File: src/rtl/fpu_add_round.sv
// Double-precision add back end: rounds the aligned sum in one of four IEEE modes,
// resolves overflow and packs the result. Three stages under one global advance.
module fpu_add_round (
  input  logic        clk,
  input  logic        rst_n,
  input  logic        in_valid,
  output logic        in_ready,
  input  logic        sign,
  input  logic [55:0] sum_2,
  input  logic [10:0] exponent_2,
  input  logic        shift_inexact,
  input  logic [1:0]  rmode,
  output logic        out_valid,
  input  logic        out_ready,
  output logic [63:0] out,
  output logic        inexact,
  output logic        overflow,
  output logic        underflow
);
  localparam logic [1:0] RNE = 2'b00, RTZ = 2'b01, RUP = 2'b10, RDN = 2'b11;

  logic [3:1]  vld_pipe_q, vld_pipe_d;
  logic        advance;

  logic        s1_sign_q, s1_sign_d, s1_x_q, s1_x_d, s1_inc_q, s1_inc_d;
  logic [52:0] s1_mant_q, s1_mant_d;
  logic [10:0] s1_exp_q, s1_exp_d;
  logic [1:0]  s1_rmode_q, s1_rmode_d;

  logic        s2_sign_q, s2_sign_d, s2_x_q, s2_x_d;
  logic [51:0] s2_frac_q, s2_frac_d;
  logic [11:0] s2_exp_q, s2_exp_d;
  logic [1:0]  s2_rmode_q, s2_rmode_d;

  logic [63:0] out_q, out_d;
  logic        inexact_q, inexact_d, overflow_q, overflow_d, underflow_q, underflow_d;

  logic        x_in, inc_in, ovf, to_inf;
  logic [53:0] r_sum;
  logic        sum_unused;

  assign sum_unused = sum_2[55];

  always_comb begin
    advance   = !vld_pipe_q[3] | out_ready;
    in_ready  = advance;
    out_valid = vld_pipe_q[3];

    x_in = sum_2[1] | sum_2[0] | shift_inexact;
    unique case (rmode)
      RNE:     inc_in = sum_2[1] & (sum_2[0] | shift_inexact | sum_2[2]);
      RTZ:     inc_in = 1'b0;
      RUP:     inc_in = !sign & x_in;
      default: inc_in = sign & x_in;
    endcase

    r_sum = {1'b0, s1_mant_q} + {53'b0, s1_inc_q};

    // Directed rounding modes saturate to max finite when rounding away from the infinity.
    ovf    = s2_exp_q >= 12'd2047;
    to_inf = (s2_rmode_q == RNE) | ((s2_rmode_q == RUP) & !s2_sign_q) |
             ((s2_rmode_q == RDN) & s2_sign_q);

    vld_pipe_d = vld_pipe_q;
    s1_sign_d = s1_sign_q; s1_x_d = s1_x_q; s1_inc_d = s1_inc_q;
    s1_mant_d = s1_mant_q; s1_exp_d = s1_exp_q; s1_rmode_d = s1_rmode_q;
    s2_sign_d = s2_sign_q; s2_x_d = s2_x_q; s2_frac_d = s2_frac_q;
    s2_exp_d = s2_exp_q; s2_rmode_d = s2_rmode_q;
    out_d = out_q; inexact_d = inexact_q; overflow_d = overflow_q; underflow_d = underflow_q;

    if (advance) begin
      vld_pipe_d = {vld_pipe_q[2:1], in_valid};
      if (in_valid) begin
        s1_sign_d  = sign;
        s1_mant_d  = sum_2[54:2];
        s1_exp_d   = exponent_2;
        s1_x_d     = x_in;
        s1_inc_d   = inc_in;
        s1_rmode_d = rmode;
      end
      if (vld_pipe_q[1]) begin
        s2_sign_d  = s1_sign_q;
        s2_x_d     = s1_x_q;
        s2_rmode_d = s1_rmode_q;
        s2_frac_d  = r_sum[51:0];
        // Carry out of the mantissa, or a denormal rounding up into the normal range.
        s2_exp_d   = {1'b0, s1_exp_q} +
                     {11'b0, r_sum[53] | (!s1_mant_q[52] & r_sum[52])};
      end
      if (vld_pipe_q[2]) begin
        if (ovf)
          out_d = to_inf ? {s2_sign_q, 11'h7FF, 52'h0} : {s2_sign_q, 63'h7FEF_FFFF_FFFF_FFFF};
        else
          out_d = {s2_sign_q, s2_exp_q[10:0], s2_frac_q};
        inexact_d   = s2_x_q | ovf;
        overflow_d  = ovf;
        underflow_d = s2_x_q & !ovf & (s2_exp_q[10:0] == 11'd0);
      end
    end
  end

  always_ff @(posedge clk) begin
    if (!rst_n) begin
      vld_pipe_q <= '0;
      s1_sign_q <= 1'b0; s1_x_q <= 1'b0; s1_inc_q <= 1'b0;
      s1_mant_q <= '0; s1_exp_q <= '0; s1_rmode_q <= '0;
      s2_sign_q <= 1'b0; s2_x_q <= 1'b0; s2_frac_q <= '0;
      s2_exp_q <= '0; s2_rmode_q <= '0;
      out_q <= '0; inexact_q <= 1'b0; overflow_q <= 1'b0; underflow_q <= 1'b0;
    end else begin
      vld_pipe_q <= vld_pipe_d;
      s1_sign_q <= s1_sign_d; s1_x_q <= s1_x_d; s1_inc_q <= s1_inc_d;
      s1_mant_q <= s1_mant_d; s1_exp_q <= s1_exp_d; s1_rmode_q <= s1_rmode_d;
      s2_sign_q <= s2_sign_d; s2_x_q <= s2_x_d; s2_frac_q <= s2_frac_d;
      s2_exp_q <= s2_exp_d; s2_rmode_q <= s2_rmode_d;
      out_q <= out_d; inexact_q <= inexact_d; overflow_q <= overflow_d; underflow_q <= underflow_d;
    end
  end

  assign out       = out_q;
  assign inexact   = inexact_q;
  assign overflow  = overflow_q;
  assign underflow = underflow_q;
endmodule
File: config.mk
export PLATFORM = sky130hd
export DESIGN_NAME = fpu_add_round
export DESIGN_NICKNAME = d
export VERILOG_FILES = /design/src/rtl/fpu_add_round.sv
export SDC_FILE = /design/constraint.sdc
export NUM_CORES = 1
export LEC_CHECK = 0
export CORE_UTILIZATION = 40
export CTS_BUF_LIST = sky130_fd_sc_hd__clkbuf_16
export CTS_CLUSTER_SIZE = 28
export DETAILED_ROUTE_END_ITERATION = 16
export GPL_ROUTABILITY_DRIVEN = 0
export GPL_TIMING_DRIVEN = 0
export PLACE_DENSITY_LB_ADDON = 0.15
export SLEW_MARGIN = 5
export SYNTH_ARGS = -nofsm -noshare
export SYNTH_HDL_FRONTEND = slang
export SYNTH_SLANG_ARGS = --single-unit
export TNS_END_PERCENT = 10
File: constraint.sdc
create_clock -name clk -period 2.8 [get_ports clk]
set_input_delay 0.42 -clock clk [delete_from_list [all_inputs] [get_ports clk]]
set_output_delay 0.42 -clock clk [all_outputs]
set_load 0.02 [all_outputs]
==> After elaboration in Yosys (flattened, before gate mapping) <==
Cells that the tools add are included.
{ "totals": {"elab_cells": 54, "ff_bits": 207, "out_inout_bits": 69} }
{ "classes": {"n_addsub": 2, "bitwise_logic": 17, "reduce_logical": 11, "n_lt_le_gt_ge": 1, "muxes": 3, "eq_ne": 4} }
{ "op_table": {"columns": ["op", "n"], "rows": [
  ["2-to-1 mux 63 bit", 1],
  ["adder 53 x 1 -> 54 bit", 1],
  ["2-to-1 mux 53 bit", 1],
  ["adder 11 x 1 -> 12 bit", 1],
  [">= comparator 12 x 11 -> 1 bit (second input constant)", 1],
  ["zero test 11 bit", 1],
  ["bitwise OR 1 bit", 9],
  ["AND 1 bit", 8],
  ["== test 2 bit (second input constant)", 3],
  ["AND reduction 2 bit", 3],
  ["zero test 1 bit", 5],
  ["zero test 2 bit", 2],
  ["one-hot mux 1 bit (3 select lines)", 1],
  ["== test 2 x 1 -> 1 bit (second input constant)", 1]
]} }

==> Depth between registers and ports, before layout <==
{ "depth": {"depth_word": 6, "depth_mapped": 15} }

==> Worst setup path before layout <==
OpenSTA, ideal clock, no wires.
{ "synth_timing": {"kind": "reg2reg", "from": "reg s1_inc_q", "to": "reg s2_exp_q[8]", "arrival_time_ns": 2.972, "stages_incl_launch_ff": 16, "n_path_buf": 1, "required_ns": 2.714, "synth_period_minus_slack_ns": 3.058, "slack_ns": -0.258, "path_cell_list": "dfxtp_1 > ha_1 > ha_1 > and4_1 > nand4_1 > or4_1 > buf_2 > nor3_1 > o21a_1 > ha_1 > ha_1 > nand2_1 > nor2_1 > nand3_1 > xor2_1 > a211oi_1"} }
{ "synth_via": {"elab_chain_cells": 4} }
{ "synth_lines": {"columns": ["element", "line_no", "text"], "rows": [
  ["from (decl)", "25", "logic s1_sign_q, s1_sign_d, s1_x_q, s1_x_d, s1_inc_q, s1_inc_d;"],
  ["from (signal assigned)", "105", "s1_sign_q <= 1'b0; s1_x_q <= 1'b0; s1_inc_q <= 1'b0;"],
  ["from (signal assigned)", "112", "s1_sign_q <= s1_sign_d; s1_x_q <= s1_x_d; s1_inc_q <= s1_inc_d;"],
  ["adder 53 x 1 -> 54 bit *", "57", "r_sum = {1'b0, s1_mant_q} + {53'b0, s1_inc_q};"],
  ["AND 1 bit", "88", "{11'b0, r_sum[53] | (!s1_mant_q[52] & r_sum[52])};"],
  ["bitwise OR 1 bit *", "88", null],
  ["adder 11 x 1 -> 12 bit *", "87", "s2_exp_d = {1'b0, s1_exp_q} +"],
  ["to (signal assigned)", "115", "s2_exp_q <= s2_exp_d; s2_rmode_q <= s2_rmode_d;"],
  ["to (decl)", "32", "logic [11:0] s2_exp_q, s2_exp_d;"]
]} }
Every way passes the cells marked *; elsewhere a longest branch is shown, timed or not.
A chain may end at the register's enable or synchronous reset.

==> Worst setup path in the final report <==
{ "layout_timing": {"from": "reg s1_mant_q[14]", "to": "reg s2_exp_q[10]"} }
{ "layout_via": {"elab_chain_cells": 4} }
{ "layout_lines": {"columns": ["element", "line_no", "text"], "rows": [
  ["from (decl)", "26", "logic [52:0] s1_mant_q, s1_mant_d;"],
  ["from (signal assigned)", "113", "s1_mant_q <= s1_mant_d; s1_exp_q <= s1_exp_d; s1_rmode_q <= s1_rmode_d;"],
  ["adder 53 x 1 -> 54 bit *", "57", null],
  ["AND 1 bit", "88", null],
  ["bitwise OR 1 bit *", "88", null],
  ["adder 11 x 1 -> 12 bit *", "87", null]
]} }
Marked as above.

==> out/metrics.csv <==
stage;metric;value;unit
clocking;CTS Sinks;207;
pwr;Internal Power;5.11;mW
sta;final setup skew;12.0;ps
pwr;Sw Share;25.2;%
placement;worst slack, placed;-559;ps
logic_synthesis;Mapped Cells;1092;
floorplanning;Die Area;0.0221;sq mm
clocking;Reg clk slew, reported paths;60;ps
grt;largest net degree at the start of global routing;14;
logic_synthesis;Synth Register Bits;207;
critical_path;reg-to-reg slack, setup;-280;ps
status;failing checks;setup timing;
logic_synthesis;synthesized area;0.00862;sq mm
floorplanning;die extent in y;149;um
critical_path;worst reg-to-reg path cell count;13;
grt;global-route wire length before repair;40.6;mm
logic_synthesis;adder-cell share of the synthesized area;0.580;%
pwr;Seq pwr share;47.8;%
grt;GR Overflow Total;0;
logic_synthesis;multiplexer area fraction after synthesis;0.232;%
logic_synthesis;post-synthesis compound-gate area fraction;19.3;%
critical_path;CP Capture Type;register;
logic_synthesis;most used flip-flop cell after synthesis;dfxtp_1;
floorplanning;DIE WIDTH;149;um
status;outcome;complete, but fails checks;
clocking;hold-fix buffers at CTS;0;
layout;layout cells sized above 1;5.23;%
hold_path;Hold Path Class;reg -> reg;
clocking;Clock Latency Late Sink;510;ps
layout;area of the multi-input gates;0.00423;sq mm
detailed_routing;first-pass iteration count of the detailed router;5;
placement;dpl hpwl;18.8;mm
logic_synthesis;largest family of logic cells by synthesized area;simple AND/OR/NAND/NOR gates;
logic_synthesis;Syn. warnings;0;
sta;RSZ-0062 raised after global routing;yes;
clocking;Max clock buf depth;3;
pwr;maximum vdd ir drop;0.000400;V
detailed_routing;number of vias per cell;5.28;
logic_synthesis;post-synth top area share;48.1;%
flow_run;Max-cap violations;0;
critical_path;startpoint class of the critical path;register;
layout;most common cell after layout, fill and taps aside;nand2_1;
layout;antenna cells;0;
layout;register area;0.00415;sq mm
hold_path;hold endpoint;s2_rmode_q[1]$_SDFFE_PN0P_;
layout;commonest cells after routing, fill and taps aside;nand2_1 (234), dfxtp_1 (202), a21oi_1 (159);
layout;fill count;2087;
placement;IO buf count;142;
sta;actual slew at the worst max-slew pin;785;ps
grt;number of global-route vias before repair;7624;
clocking;CTS Buf Count;22;
logic_synthesis;Avg Cell Area, Syn;7.90;sq um
logic_synthesis;Net Count, Synth;1171;
logic_synthesis;Synth Area in Simple Gates;23.3;%
detailed_routing;DRC viols;0;
logic_synthesis;sequential share of the synthesized area;48.1;%
sta;Fin. Hold Viols;0;
floorplanning;# IOs;144;
logic_synthesis;ys async rst share;0;%
sta;Final Max Slew Viols;0;
floorplanning;row cnt;53;
layout;design area;0.0113;sq mm
logic_synthesis;Distinct cells, synth;42;
critical_path;Crit Path Class;reg -> reg;
sta;Slew Limit Headroom;47.7;%
detailed_routing;total wire length;25.7;mm
pwr;switching power;1.72;mW
layout;Core Util, Final;53.4;%
clocking;htree depth;1;
sta;highest clock rate;324;MHz
detailed_routing;routed len/inst;16.5;um
detailed_routing;DRT iter0 DRCs;692;
placement;dpl cell area;0.0105;sq mm
logic_synthesis;Post-synth EDFFs;0;
detailed_routing;Post-DRT Antenna Nets;0;
critical_path;reg2reg end;s2_exp_q[10]$_SDFFE_PN0P_;
sta;Finish-stage setup viols;8;
hold_path;Hold Path Stages;2;
sta;Period minus WS final;3080;ps
logic_synthesis;Synth area leader;dfxtp_1;
critical_path;crit path max fanout;8;
pwr;Pwr per Cell Area;607;mW/mm^2
critical_path;worst path required time;3180;ps
pwr;Design Power;6.83;mW
pwr;leak pwr;3.90;nW
grt;Overall Global Routing Usage;23.2;%
floorplanning;Core ar.;0.0211;sq mm
floorplanning;initial core utilization;40.9;%
detailed_routing;via count;8222;
sta;Final period util;110;%
clocking;Root Driver;clkbuf_16;
grt;initial antenna violation count;0;
layout;Syn-to-layout area delta;30.6;%
critical_path;origin of the critical flop-to-flop path;s1_mant_q[14]$_SDFFE_PN0P_;
pwr;Clock Power Share;41.4;%
logic_synthesis;synth top area cells;dfxtp_1 (48%), nand2_1 (10%), a21oi_1 (9.3%);
hold_path;hold path startpoint;s1_rmode_q[1]$_SDFFE_PN0P_;
sta;setup slack after layout;-283;ps
layout;Final nets;1344;
clocking;CTS tree;yes;
sta;Total Neg Setup Slack;-1380;ps
pwr;Combinational Power Share;10.8;%
logic_synthesis;XOR/XNOR Fraction of Synth Area;4.37;%
critical_path;Crit path arrival time;3460;ps
-- cell families after synthesis --
| family | count (synthesis) |
|---|---|
| fa+ha+maj | 4 |
| simple gates | 434 |
| compound gates | 308 |
| mux | 2 |
| flops | 207 |
| xor+xnor | 43 |
| buf+inv | 94 |
-- layer usage --
| metal | part of all wire [%] | global-route usage, % | vias up |
|---|---|---|---|
| li1 | - | - | 4176 |
| met4 | 2.1 | 5.36 | 0 |
| met5 | 0 | 0 | - |
| met2 | 47 | 38.7 | 239 |
| met1 | 45 | 31.5 | 3767 |
| met3 | 6.1 | 3.64 | 40 |
-- cell type report --
cell class                      count  area share (%)
Inverter                            8           0.267
Buffer                             85            2.91
Sequential cell                   207            36.9
Clock buffer                       23            5.11
Tap cell                          275            3.06
Clock inverter                     17            1.10
Timing Repair Buffer              150            13.2
Multi-Input combinational cell    791            37.5
-- state kept, by name (all words and copies together), names as in the netlist --
name / flops
inexact: 1
s1_sign_q: 1
underflow: 1
vld_pipe_q: 3
s1_mant_q: 53
out: 64
s2_sign_q: 1
s2_x_q: 1
s1_rmode_q: 2
overflow: 1
s1_x_q: 1
s1_inc_q: 1
s1_exp_q: 11
s2_rmode_q: 2
s2_frac_q: 52
s2_exp_q: 12
-- worst max path at each step --
stage,start,endpoint,depth (start not counted)
floorplan,s1_mant_q[0]$_SDFFE_PN0P_,s2_exp_q[8]$_SDFFE_PN0P_,15
global placement,s1_mant_q[0]$_SDFFE_PN0P_,s2_exp_q[10]$_SDFFE_PN0P_,14
detailed placement,s1_mant_q[0]$_SDFFE_PN0P_,s2_exp_q[10]$_SDFFE_PN0P_,14
CTS,s1_inc_q$_SDFFE_PN0P_,s2_exp_q[8]$_SDFFE_PN0P_,14
global route,s1_mant_q[14]$_SDFFE_PN0P_,s2_exp_q[10]$_SDFFE_PN0P_,13
finish,s1_mant_q[14]$_SDFFE_PN0P_,s2_exp_q[10]$_SDFFE_PN0P_,13
-- metrics by stage --
| stage | std cells | hold WS (ps) |
|---|---|---|
| floorplan | 1092 | 430 |
| detailed placement | 1509 | 447 |
| global route | 1556 | 462 |
| global placement | 1509 | 441 |
| CTS | 1556 | 448 |
| finish | 1556 | 454 |
-- what timing repair did --
action / 4_1_cts / 5_1_grt
buffers inserted: 8 / 0
endpoints found under the setup margin: 11 / 15
resized for setup: 10 / 6
hold endpoints to repair: 0 / 0
pin swaps: 15 / 2
-- cells in the mapped netlist (2+ instances only) --
cell / instances
xor2_1: 17
nand4_1: 23
nor4_1: 13
inv_1: 7
and2_1: 7
o211ai_1: 2
clkbuf_1: 78
mux2i_1: 2
nand2_1: 235
and4_1: 16
nor2_1: 44
buf_2: 5
nor4b_1: 2
a21oi_1: 160
nor3b_1: 2
o21ai_0: 99
or3_1: 6
nand3_1: 30
ha_1: 4
o31ai_1: 4
xnor2_1: 26
dfxtp_1: 207
or4_1: 9
and3_1: 8
nor3_1: 31
buf_1: 3
nand4b_1: 2
a211oi_1: 28
o21a_1: 2
a31oi_1: 8
-- critical path: stages, from the launching register on --
cell and delay, ps:
dfxtp_1 470, and4_1 290, nand4_2 220, or4_1 570, buf_4 190, nor2_1 90
o21a_2 180, ha_4 160, ha_4 140, nand2_2 60, nor2_4 120, nand4_1 120
xor2_1 240, a21oi_1 90
-- power groups by stage --
stage	sequential, mW	combinational [mW]	clock [mW]
2_1_floorplan	3.34	0.343	0
3_3_place_gp	3.32	0.729	0
3_5_place_dp	3.33	0.736	0
4_1_cts	3.26	0.741	2.89
5_1_grt	3.29	0.814	2.99
6_report	3.27	0.738	2.83
Note: power is estimated with default switching activity, not from simulation.
